==> src/rtl/qeciphy_rx_mon_pkg.sv <==
// Shared types and constants for the RX link monitor.
package qeciphy_rx_mon_pkg;

   localparam logic [7:0]  K28_5  = 8'hBC;
   localparam int unsigned DATA_W = 32;
   localparam int unsigned LANES  = 4;

   typedef enum logic [1:0] {
      WAIT_RST,
      HUNT,
      VERIFY,
      LOCKED
   } rx_mon_state_t;

   typedef struct packed {
      logic [DATA_W-1:0] data;
      logic [LANES-1:0]  charisk;
   } rx_payload_t;

endpackage

==> src/rtl/qeciphy_rx_link_monitor_if.sv <==
// Decoded RX word in from the GT, aligned payload out to the link layer.
interface qeciphy_rx_link_monitor_if;
   import qeciphy_rx_mon_pkg::*;

   logic [DATA_W-1:0] rx_data;
   logic [LANES-1:0]  rx_charisk;
   logic [LANES-1:0]  rx_disperr;
   logic [LANES-1:0]  rx_notintable;
   logic [DATA_W-1:0] rx_data_out;
   logic [LANES-1:0]  rx_charisk_out;
   logic              rx_valid;

   modport master (
      output rx_data, rx_charisk, rx_disperr, rx_notintable,
      input  rx_data_out, rx_charisk_out, rx_valid
   );

   modport slave (
      input  rx_data, rx_charisk, rx_disperr, rx_notintable,
      output rx_data_out, rx_charisk_out, rx_valid
   );

endinterface

==> src/rtl/qeciphy_rx_err_window.sv <==
// Windowed code-error counter; flags the word that brings the error count to threshold.
module qeciphy_rx_err_window #(
   parameter int unsigned ERR_WINDOW = 256,
   parameter int unsigned ERR_THRESH = 4
) (
   input  logic clk,
   input  logic rst_n,
   input  logic clear,
   input  logic advance,
   input  logic code_err,
   output logic thresh_hit_c
);

   localparam int unsigned WIN_W = (ERR_WINDOW > 1) ? $clog2(ERR_WINDOW) : 1;
   localparam int unsigned ERR_W = $clog2(ERR_THRESH + 1);

   logic [WIN_W-1:0] win_cnt;
   logic [ERR_W-1:0] err_cnt;
   logic             wrap_c;

   assign wrap_c = (win_cnt == WIN_W'(ERR_WINDOW - 1));

   // An error on the wrap word opens the next window rather than closing the current one
   assign thresh_hit_c = advance && code_err && !wrap_c &&
                         (err_cnt == ERR_W'(ERR_THRESH - 1));

   always_ff @(posedge clk or negedge rst_n) begin
      if (!rst_n) begin
         win_cnt <= '0;
         err_cnt <= '0;
      end else if (clear) begin
         win_cnt <= '0;
         err_cnt <= '0;
      end else if (advance) begin
         win_cnt <= win_cnt + WIN_W'(1);
         if (wrap_c) begin
            err_cnt <= code_err ? ERR_W'(1) : '0;
         end else if (code_err && (err_cnt != ERR_W'(ERR_THRESH))) begin
            err_cnt <= err_cnt + ERR_W'(1);
         end
      end
   end

endmodule

==> src/rtl/qeciphy_rx_link_monitor.sv <==
// Comma lock FSM, comma-align gating and registered payload forwarding for the GTY RX path.
// Optional feature: define QECIPHY_RX_ERR_COUNTER_EN for the saturating err_count.
module qeciphy_rx_link_monitor
   import qeciphy_rx_mon_pkg::*;
#(
   parameter int unsigned LOCK_COMMAS = 8,
   parameter int unsigned ERR_WINDOW  = 256,
   parameter int unsigned ERR_THRESH  = 4,
   parameter logic [7:0]  COMMA_CHAR  = K28_5
) (
   input  logic                       clk,
   input  logic                       rst_n,
   input  logic                       rx_reset_done,
   input  logic                       rx_byteisaligned,
   qeciphy_rx_link_monitor_if.slave   bus,
   output logic                       comma_align_en,
   output logic                       rx_locked,
   output logic                       lock_lost,
   output logic [15:0]                err_count
);

   localparam int unsigned GOOD_W = $clog2(LOCK_COMMAS + 1);

   rx_mon_state_t     state, state_next;
   logic [GOOD_W-1:0] good_cnt, good_next;
   rx_payload_t       payload;
   logic              code_err_c, comma0_c, mis_comma_c, thresh_hit_c;
   logic              lock_lost_next, valid_next;

   assign code_err_c = |(bus.rx_disperr | bus.rx_notintable);
   assign comma0_c   = (bus.rx_charisk == 4'b0001) && (bus.rx_data[7:0] == COMMA_CHAR) &&
                       !code_err_c;

   always_comb begin
      mis_comma_c = 1'b0;
      for (int i = 1; i < LANES; i++) begin
         if (bus.rx_charisk[i] && (bus.rx_data[8*i +: 8] == COMMA_CHAR)) mis_comma_c = 1'b1;
      end
   end

   qeciphy_rx_err_window #(
      .ERR_WINDOW (ERR_WINDOW),
      .ERR_THRESH (ERR_THRESH)
   ) u_err_window (
      .clk          (clk),
      .rst_n        (rst_n),
      .clear        (state != LOCKED),
      .advance      (state == LOCKED),
      .code_err     (code_err_c),
      .thresh_hit_c (thresh_hit_c)
   );

   always_comb begin
      state_next = state;
      good_next  = good_cnt;
      unique case (state)
         WAIT_RST: if (rx_byteisaligned) state_next = HUNT;
         HUNT: begin
            if (comma0_c) begin
               state_next = VERIFY;
               good_next  = GOOD_W'(1);
            end
         end
         VERIFY: begin
            if (code_err_c || mis_comma_c) begin
               state_next = HUNT;
               good_next  = '0;
            end else if (comma0_c) begin
               good_next = good_cnt + GOOD_W'(1);
               if (good_next == GOOD_W'(LOCK_COMMAS)) state_next = LOCKED;
            end
         end
         LOCKED: begin
            if (thresh_hit_c || mis_comma_c) begin
               state_next = HUNT;
               good_next  = '0;
            end
         end
         default: state_next = WAIT_RST;
      endcase
      if (!rx_reset_done) begin
         state_next = WAIT_RST;
         good_next  = '0;
      end
      lock_lost_next = (state == LOCKED) && (state_next != LOCKED);
      // The word that drops lock is never marked valid, so rx_valid implies rx_locked
      valid_next     = (state == LOCKED) && (state_next == LOCKED) && !code_err_c;
   end

   always_ff @(posedge clk or negedge rst_n) begin
      if (!rst_n) begin
         state          <= WAIT_RST;
         good_cnt       <= '0;
         comma_align_en <= 1'b1;
         rx_locked      <= 1'b0;
         lock_lost      <= 1'b0;
         bus.rx_valid   <= 1'b0;
         payload        <= '0;
      end else begin
         state          <= state_next;
         good_cnt       <= good_next;
         comma_align_en <= (state_next == WAIT_RST) || (state_next == HUNT);
         rx_locked      <= (state_next == LOCKED);
         lock_lost      <= lock_lost_next;
         bus.rx_valid   <= valid_next;
         payload.data   <= bus.rx_data;
         payload.charisk <= bus.rx_charisk;
      end
   end

   assign bus.rx_data_out    = payload.data;
   assign bus.rx_charisk_out = payload.charisk;

`ifdef QECIPHY_RX_ERR_COUNTER_EN
   always_ff @(posedge clk or negedge rst_n) begin
      if (!rst_n) begin
         err_count <= '0;
      end else if (code_err_c && (state != WAIT_RST) && (err_count != 16'hFFFF)) begin
         err_count <= err_count + 16'd1;
      end
   end
`else
   assign err_count = 16'h0;
`endif

endmodule

==> src/flat_wrapper.sv <==
// flat-port wrapper written by rule: the top's interface ports become plain ports
module qeciphy_rx_link_monitor_flat import qeciphy_rx_mon_pkg::*;
#(
   parameter int unsigned LOCK_COMMAS = 8,
   parameter int unsigned ERR_WINDOW  = 256,
   parameter int unsigned ERR_THRESH  = 4,
   parameter logic [7:0]  COMMA_CHAR  = K28_5
)
  (clk, rst_n, rx_reset_done, rx_byteisaligned, comma_align_en, rx_locked, lock_lost, err_count, bus_rx_data, bus_rx_charisk, bus_rx_disperr, bus_rx_notintable, bus_rx_data_out, bus_rx_charisk_out, bus_rx_valid);
  qeciphy_rx_link_monitor_if bus_i ();
  input  logic clk;
  input  logic rst_n;
  input  logic rx_reset_done;
  input  logic rx_byteisaligned;
  output logic comma_align_en;
  output logic rx_locked;
  output logic lock_lost;
  output logic [15:0] err_count;
  input wire logic [$bits(bus_i.rx_data)-1:0] bus_rx_data;
  input wire logic [$bits(bus_i.rx_charisk)-1:0] bus_rx_charisk;
  input wire logic [$bits(bus_i.rx_disperr)-1:0] bus_rx_disperr;
  input wire logic [$bits(bus_i.rx_notintable)-1:0] bus_rx_notintable;
  output wire logic [$bits(bus_i.rx_data_out)-1:0] bus_rx_data_out;
  output wire logic [$bits(bus_i.rx_charisk_out)-1:0] bus_rx_charisk_out;
  output wire logic [$bits(bus_i.rx_valid)-1:0] bus_rx_valid;
  assign bus_i.rx_data = bus_rx_data;
  assign bus_i.rx_charisk = bus_rx_charisk;
  assign bus_i.rx_disperr = bus_rx_disperr;
  assign bus_i.rx_notintable = bus_rx_notintable;
  assign bus_rx_data_out = bus_i.rx_data_out;
  assign bus_rx_charisk_out = bus_i.rx_charisk_out;
  assign bus_rx_valid = bus_i.rx_valid;
  qeciphy_rx_link_monitor #(.LOCK_COMMAS(LOCK_COMMAS), .ERR_WINDOW(ERR_WINDOW), .ERR_THRESH(ERR_THRESH), .COMMA_CHAR(COMMA_CHAR)) u_core (.clk(clk), .rst_n(rst_n), .rx_reset_done(rx_reset_done), .rx_byteisaligned(rx_byteisaligned), .bus(bus_i), .comma_align_en(comma_align_en), .rx_locked(rx_locked), .lock_lost(lock_lost), .err_count(err_count));
endmodule
==> config.mk <==
export PLATFORM = sky130hd
export DESIGN_NAME = qeciphy_rx_link_monitor_flat
export DESIGN_NICKNAME = d
export VERILOG_FILES = /design/src/rtl/qeciphy_rx_mon_pkg.sv /design/src/rtl/qeciphy_rx_link_monitor_if.sv /design/src/rtl/qeciphy_rx_err_window.sv /design/src/rtl/qeciphy_rx_link_monitor.sv /design/src/flat_wrapper.sv
export SDC_FILE = /design/constraint.sdc
export NUM_CORES = 1
export LEC_CHECK = 0
export ABC_AREA = 0
export CAP_MARGIN = 30
export CORE_ASPECT_RATIO = 1.5
export CORE_UTILIZATION = 35
export DETAILED_ROUTE_END_ITERATION = 8
export PLACE_DENSITY = 0.76
export RECOVER_POWER = 25
export SYNTH_ARGS = -nofsm -noshare
export SYNTH_HDL_FRONTEND = slang
export SYNTH_SLANG_ARGS = --single-unit
==> constraint.sdc <==
create_clock -name clk -period 2.4 [get_ports clk]
set_input_delay 0.36 -clock clk [delete_from_list [all_inputs] [get_ports clk]]
set_output_delay 0.36 -clock clk [all_outputs]
set_load 0.01 [all_outputs]
==> qor.csv, run 1 <==
stage;metric;value;unit
setup_path;CP Launch Type;primary input;
die;row count;37;
placed_design;Placer Congestion;0.8245;
setup_path;crit path max fanout;3;
clock_tree;Longest Clk Path Bufs;2;
setup_path;CP max stage delay;580;ps
power;combinational share of power;23.0;%
logic_synthesis;sequential fraction of the synthesis area;57.66;%
clock_tree;Setup Fix Bufs, Post-CTS;0;
clock_tree;TritonCTS clock tree;done;
route;DRT antenna net count;0;
run_status;violated checks;design-rule violations, max-capacitance violations, max-slew violations;
route;Routed WL;5564;um
global_route;first-pass GRT wire length;8907;um
clock_tree;CTS H-tree depth;3;
logic_synthesis;Mapped Area;2476;um2
logic_synthesis;syn avg cell area;12.20;um2
clock_tree;Root Driver;clkbuf_8;
timing;clk_skew;8.445;ps
power;leakage;1.666;nW
timing;period utilization;91.97;%
timing;final setup vio count;0;
timing;FMAX;0.4531;GHz
clock_tree;Post-CTS Hold Buffers;0;
setup_path;CP Launch Point;bus_rx_data[0];
route;via-per-instance ratio;4.897;
global_route;vias in the first global route;1910;
setup_path;reg-to-reg setup timing slack;330;ps
timing;Final Hold Viols;0;
die;Die Area;7422;um2
clock_tree;CTS sink count;57;
global_route;initial antenna violation count;0;
route;drt initial violations;122;
route;drt first pass iters;7;
timing;crit path time final;2207;ps
power;overall power;2.680;mW
setup_path;Worst R2R Path Depth;6;
layout;layout cells sized above 1;13.13;%
power;clock power share;36.5;%
power;Switching Share;28.20;%
setup_path;worst r2r dst;u_core.bus.rx_valid$_DFF_PN0_;
setup_path;critical path capture point type;flop;
power;internal power;1.924;mW
logic_synthesis;number of synthesized register bits;57;
route;Via Count;1949;
timing;RSZ-0062 raised after global routing;no;
flow_run;Max Cap Violations;1;
timing;Worst Max-Slew Pin Slew;1993;ps
die;core box area;6852;um2
setup_path;WP data required;2630;ps
run_status;status;finished with violations;
power;sequential group share of total power;40.5;%
logic_synthesis;Synth cell types;48;
power;Net Sw Power;0.7557;mW
clock_tree;clk slew on worst S/H paths;60;ps
logic_synthesis;Mapped Cells;203;
global_route;total gr overflow;0;
setup_path;critical path class;in -> reg;
route;DRC viols;27;
logic_synthesis;EDFF count, synth;0;
logic_synthesis;most common flop cell mapped by yosys;dfrtp_1;
setup_path;Worst path slowest cell;dlygate4sd3_1;
layout;filler cell count;586;
layout;Area growth syn-to-layout;49.97;%
route;wire per inst;13.98;um
min_path;Min-Delay Path Class;reg -> reg;
clock_tree;cts bufs inserted;9;
global_route;largest net degree at the start of global routing;40;
die;Top Ports;104;
power;VDD IR max;0.3093;mV
global_route;Overall Global Routing Usage;16.16;%
layout;Layout Nets;373;
power;power density over the cells;721.7;nW/um2
placed_design;# port buffers;87;
placed_design;dpl hpwl;4318;um
setup_path;Critical Path End;u_core.bus.rx_valid$_DFF_PN0_;
timing;Rel. slew slack;-32.88;%
timing;hold_ws;482.8;ps
logic_synthesis;ys async rst share;100.0;%
die;die width;70.68;um
setup_path;Worst EP arrival;2440;ps
setup_path;CP cell instances;dlygate4sd3_1 -> or4_4 -> nor3_4 -> a21oi_1 -> o41ai_1 -> buf_4 -> a211oi_2 -> nor2b_1;
clock_tree;cts repair resizes;0;
die;Initial Utilization;36.14;%
setup_path;RR Startpoint;u_core.state[0]$_DFF_PN0_;
layout;ANT cells;0;
die;Die H;105.0;um
timing;Final Slew Violations;40;
clock_tree;Skew-Pair Late Insertion Delay;350;ps
logic_synthesis;Synth Warn #;0;
## placed cells by master, fill, tap and decap left out, types with 7 or more instances in the layout
cell type,count
nand2_1,11
dlygate4sd3_1,33
ha_1,10
nand3_1,9
dfrtp_1,56
buf_4,17
inv_1,9
clkdlybuf4s50_1,53
conb_1,16
and2_1,10
o21ai_0,7
clkbuf_8,9
## flip-flops by register name, summed over array words and instances, names as in the netlist, 2 cells and up
| signal | cells |
|---|---|
| u_core.bus.rx_data_out | 32 |
| u_core.u_err_window.err_cnt | 3 |
| u_core.good_cnt | 4 |
| u_core.u_err_window.win_cnt | 8 |
| u_core.state | 2 |
| u_core.bus.rx_charisk_out | 4 |
## Yosys cell counts, types with 3 or more instances
cell type | n | area [um2]
dfrtp_1 | 56 | 1401
o21ai_1 | 3 | 15.01
ha_1 | 10 | 125.1
and3_1 | 3 | 18.77
nor2b_1 | 5 | 31.28
nand3_1 | 9 | 45.04
nand4b_1 | 6 | 52.55
nand2_1 | 11 | 41.29
nor4_1 | 4 | 25.02
a21boi_1 | 3 | 22.52
buf_4 | 16 | 120.1
inv_1 | 9 | 33.78
and2_1 | 10 | 62.56
a21oi_1 | 5 | 25.02
xnor2_1 | 4 | 35.03
nand2b_1 | 3 | 18.77
o21ai_0 | 7 | 35.03
## critical path, delay by kind of cell
| kind | cells | cell delay [ps] |
|---|---|---|
| simple gates | 3 | 830 |
| buf+inv | 2 | 770 |
| compound gates | 3 | 480 |
## power groups by stage
| stage | clock network (mW) | logic [mW] | registers (mW) |
|---|---|---|---|
| final | 0.979 | 0.615 | 1.09 |
| after global routing | 1.05 | 0.680 | 1.10 |
| after CTS | 0.994 | 0.626 | 1.09 |
| after detailed placement | 0 | 0.621 | 1.10 |
| after global placement | 0 | 0.612 | 1.10 |
| after floorplan | 0 | 0.320 | 1.12 |
## metrics by stage
step | util [%] | cell area [um2] | TNS, ps | instances | worst slack, ps
2_1_floorplan | - | 2532 | 0 | 218 | 425.5
3_3_place_gp | 51.02 | 3496 | -418.4 | 382 | -96.58
3_5_place_dp | 51.02 | 3496 | -541.2 | 382 | -138.6
4_1_cts | 54.22 | 3715 | 0 | 398 | 219.8
5_1_grt | 54.20 | 3714 | 0 | 398 | 82.27
6_report | 54.20 | 3714 | 0 | 398 | 192.8
## final cells by class
cell class                      instances  area (um2)  share of cell area [%]
Multi-Input combinational cell        134       943.4                   25.40
Clock buffer                            9       123.9                   3.336
Clock inverter                          7       95.09                   2.561
Tap cell                               78       97.59                   2.628
Timing Repair Buffer                  104       992.2                   26.72
Sequential cell                        57        1428                   38.44
Inverter                                9       33.78                  0.9097
## kinds of logic (layout without fill, tap and decap cells)
family | count (synthesis) | count (layout) | synth area share, %
buffers and inverters | 27 | 129 | 6.519
and+or+nand+nor | 70 | 70 | 19.61
xor gates and xnor gates | 6 | 6 | 2.122
DFF | 57 | 57 | 57.66
adders and majority gates | 10 | 10 | 5.053
muxes | 1 | 1 | 0.4043
AOI/OAI and AO/OA | 31 | 31 | 8.489
other | 1 | 16 | 0.1514
## how the worst min path moves through the flow
stage,end,slack (ps),start,cells after the start
6_report,u_core.u_err_window.win_cnt[0]$_DFF_PN0_,480,u_core.u_err_window.win_cnt[0]$_DFF_PN0_,1
5_1_grt,u_core.u_err_window.win_cnt[0]$_DFF_PN0_,520,u_core.u_err_window.win_cnt[0]$_DFF_PN0_,1
4_1_cts,u_core.bus.rx_data_out[11]$_DFF_PN0_,130,rst_n,1
3_5_place_dp,u_core.u_err_window.win_cnt[0]$_DFF_PN0_,480,u_core.u_err_window.win_cnt[0]$_DFF_PN0_,1
3_3_place_gp,u_core.u_err_window.win_cnt[0]$_DFF_PN0_,470,u_core.u_err_window.win_cnt[0]$_DFF_PN0_,1
2_1_floorplan,u_core.bus.rx_charisk_out[0]$_DFF_PN0_,60,rst_n,0
## layer usage
layer	track usage (%)	up-vias	share of wire, %
li1	-	917	-
met1	15.89	913	35
met2	29.33	104	53
met3	4.918	15	8.1
met4	9.429	0	3.2
met5	0	-	0
Power figures use the tool's default switching activity.
==> run 2: changes to the inputs <==
Settings changed: CTS_BUF_LIST from default to sky130_fd_sc_hd__clkbuf_16.
==> run 2 against run 1 <==
  * The flow still finishes with violations (design-rule violations, max-capacitance violations, max-slew violations)
  * Clock-buffer cell count did not move
  * Cell count did not move
  * Clock power rose by 37%
  * Design area rose by 2.7%
  * Maximum frequency fell by 1.2%
  * Combinational power rose by 1%
==> qor.csv, run 2 (synthesis gave the netlist of run 1 again) <==
stage;metric;value;unit;change
run_status;status;finished with violations;;unchanged
run_status;violated checks;design-rule violations, max-capacitance violations, max-slew violations;;unchanged
route;Routed WL;5733;um;was 5564 um
timing;crit path time final;2234;ps;was 2207 ps
layout;most frequent cells in the layout;56 x dfrtp_1, 53 x clkdlybuf4s50_1, 33 x dlygate4sd3_1;;unchanged
power;combinational share of power;20.4;%;was 23.0%
timing;worst setup margin;165.7;ps;was 192.8 ps
die;row count;37;;unchanged
global_route;largest net degree at the start of global routing;40;;unchanged
clock_tree;Skew-Pair Late Insertion Delay;330;ps;was 350 ps
route;via-per-instance ratio;4.957;;was 4.897
clock_tree;clk slew on worst S/H paths;50;ps;was 60 ps
route;Via Count;1973;;was 1949
layout;ANT cells;0;;unchanged
clock_tree;Post-CTS Hold Buffers;0;;unchanged
power;power density over the cells;800.4;nW/um2;was 721.7 nW/um2
timing;clk_skew;4.655;ps;was 8.445 ps
die;Top Ports;104;;unchanged
power;clock power share;43.9;%;was 36.5%
setup_path;crit-path leading delay family;simple AND/OR/NAND/NOR gates;;unchanged
layout;commonest non-fill, non-tap cell in the layout;dfrtp_1;;unchanged
die;core box area;6852;um2;unchanged
flow_run;Max Cap Violations;1;;unchanged
timing;RSZ-0062 raised after global routing;no;;unchanged
route;DRT antenna net count;0;;unchanged
clock_tree;CTS sink count;57;;unchanged
die;Die Area;7422;um2;unchanged
route;drt first pass iters;7;;unchanged
timing;Final Hold Viols;0;;unchanged
timing;Rel. slew slack;-32.07;%;was -32.88%
clock_tree;TritonCTS clock tree;done;;unchanged
clock_tree;CTS H-tree depth;3;;unchanged
clock_tree;cts bufs inserted;9;;unchanged
timing;Worst Max-Slew Pin Slew;1981;ps;was 1993 ps
setup_path;crit path buf inv count;2;;unchanged
timing;FMAX;0.4476;GHz;was 0.4531 GHz
die;die width;70.68;um;unchanged
timing;Final Slew Violations;40;;unchanged
layout;Area growth syn-to-layout;54.07;%;was 49.97%
setup_path;CP Launch Type;primary input;;unchanged
min_path;Min-Delay Path Class;reg -> reg;;unchanged
power;Switching Share;26.33;%;was 28.20%
placed_design;dpl hpwl;4318;um;unchanged
die;Initial Utilization;36.14;%;unchanged
layout;layout cells sized above 1;13.13;%;unchanged
timing;final setup vio count;0;;unchanged
layout;filler cell count;563;;was 586
setup_path;CP cell instances;dlygate4sd3_1 -> or4_4 -> nor3_4 -> a21oi_1 -> o41ai_1 -> buf_4 -> a211oi_2 -> nor2b_1;;unchanged
setup_path;crit path max fanout;3;;unchanged
placed_design;DP Worst Slack;-138.6;ps;unchanged
route;DRC viols;26;;was 27
global_route;total gr overflow;0;;unchanged
clock_tree;Root Driver;clkbuf_16;;was clkbuf_8
layout;Reg area;1428;um2;unchanged
setup_path;Worst EP arrival;2440;ps;about the same
power;VDD IR max;0.4382;mV;was 0.3093 mV
timing;hold_ws;483.4;ps;was 482.8 ps
global_route;initial antenna violation count;0;;unchanged
clock_tree;cts repair resizes;0;;unchanged
route;wire per inst;14.40;um;was 13.98 um
route;drt initial violations;144;;was 122
clock_tree;Longest Clk Path Bufs;2;;unchanged
power;Net Sw Power;0.8041;mW;was 0.7557 mW
placed_design;Placer Congestion;0.8245;;unchanged
power;sequential group share of total power;35.7;%;was 40.5%
timing;period utilization;93.10;%;was 91.97%
setup_path;Worst path slowest cell;dlygate4sd3_1;;unchanged
global_route;vias in the first global route;1919;;was 1910
clock_tree;Setup Fix Bufs, Post-CTS;0;;unchanged
layout;Layout Nets;373;;unchanged
setup_path;CP max stage delay;580;ps;about the same
global_route;first-pass GRT wire length;9073;um;was 8907 um
placed_design;# port buffers;87;;unchanged
global_route;Overall Global Routing Usage;16.24;%;was 16.16%
layout;Multi-input gate area;943.4;um2;unchanged
setup_path;critical path capture point type;flop;;unchanged
power;leakage;1.712;nW;was 1.666 nW
die;Die H;105.0;um;unchanged
power;internal power;2.249;mW;was 1.924 mW
layout;max reg flops;32;;unchanged
setup_path;WP data required;2610;ps;was 2630 ps
setup_path;critical path class;in -> reg;;unchanged
[run 2: cell type report]
type / instances / share of cell area (%)
flip-flops and latches: 57 / 37.42
well taps: 78 / 2.558
multi-input cells: 134 / 24.73
inverters: 9 / 0.8855
clock buffers: 9 / 5.904
clock inverters: 7 / 2.493
repair buffers: 104 / 26.01
[run 2: through the flow]
stage / total power, mW / TNS, ps / utilization (%) / area [um2] / std cells
floorplan: 1.440 / 0 / - / 2532 / 218
global placement: 1.714 / -418.4 / 51.02 / 3496 / 382
detailed placement: 1.726 / -541.2 / 51.02 / 3496 / 382
CTS: 3.081 / 0 / 55.70 / 3816 / 398
global route: 3.188 / 0 / 55.68 / 3815 / 398
finish: 3.053 / 0 / 55.68 / 3815 / 398
[run 2: power groups by stage]
| stage | Sequential (mW) | Clock [mW] | Combinational [mW] |
|---|---|---|---|
| after detailed placement | 1.10 | 0 | 0.621 |
| final | 1.09 | 1.34 | 0.622 |
| after CTS | 1.09 | 1.36 | 0.629 |
| after global routing | 1.10 | 1.41 | 0.680 |
| after global placement | 1.10 | 0 | 0.612 |
| after floorplan | 1.12 | 0 | 0.320 |
[run 2: worst paths after layout]
check,startpoint,to,slack (ps),cells after the start
hold / removal,u_core.u_err_window.win_cnt[0]$_DFF_PN0_,u_core.u_err_window.win_cnt[0]$_DFF_PN0_,480,1
setup / recovery,bus_rx_data[0],u_core.bus.rx_valid$_DFF_PN0_,170,8
hold reg to reg,u_core.u_err_window.win_cnt[0]$_DFF_PN0_,u_core.u_err_window.win_cnt[0]$_DFF_PN0_,480,1
max in group asynchronous,rst_n,u_core.lock_lost$_DFF_PN0_,670,1
min in group asynchronous,rst_n,u_core.bus.rx_data_out[10]$_DFF_PN0_,590,1
setup reg to reg,u_core.state[0]$_DFF_PN0_,u_core.good_cnt[2]$_DFFE_PN0P_,320,7
[run 2: per-layer routing]
| metal | routed length [um] | track usage, % | vias up |
|---|---|---|---|
| li1 | - | - | 915 |
| met1 | 2029 | 16.86 | 929 |
| met2 | 3097 | 29.68 | 113 |
| met3 | 447 | 4.147 | 16 |
| met4 | 158 | 8.143 | 0 |
| met5 | 0 | 0 | - |
==> run 3: changes to the inputs <==
Settings changed: CTS_CLUSTER_DIAMETER from default to 150.
==> results of run 3 <==
Same layout as run 2: the final DEF is identical, and so are final timing and power.
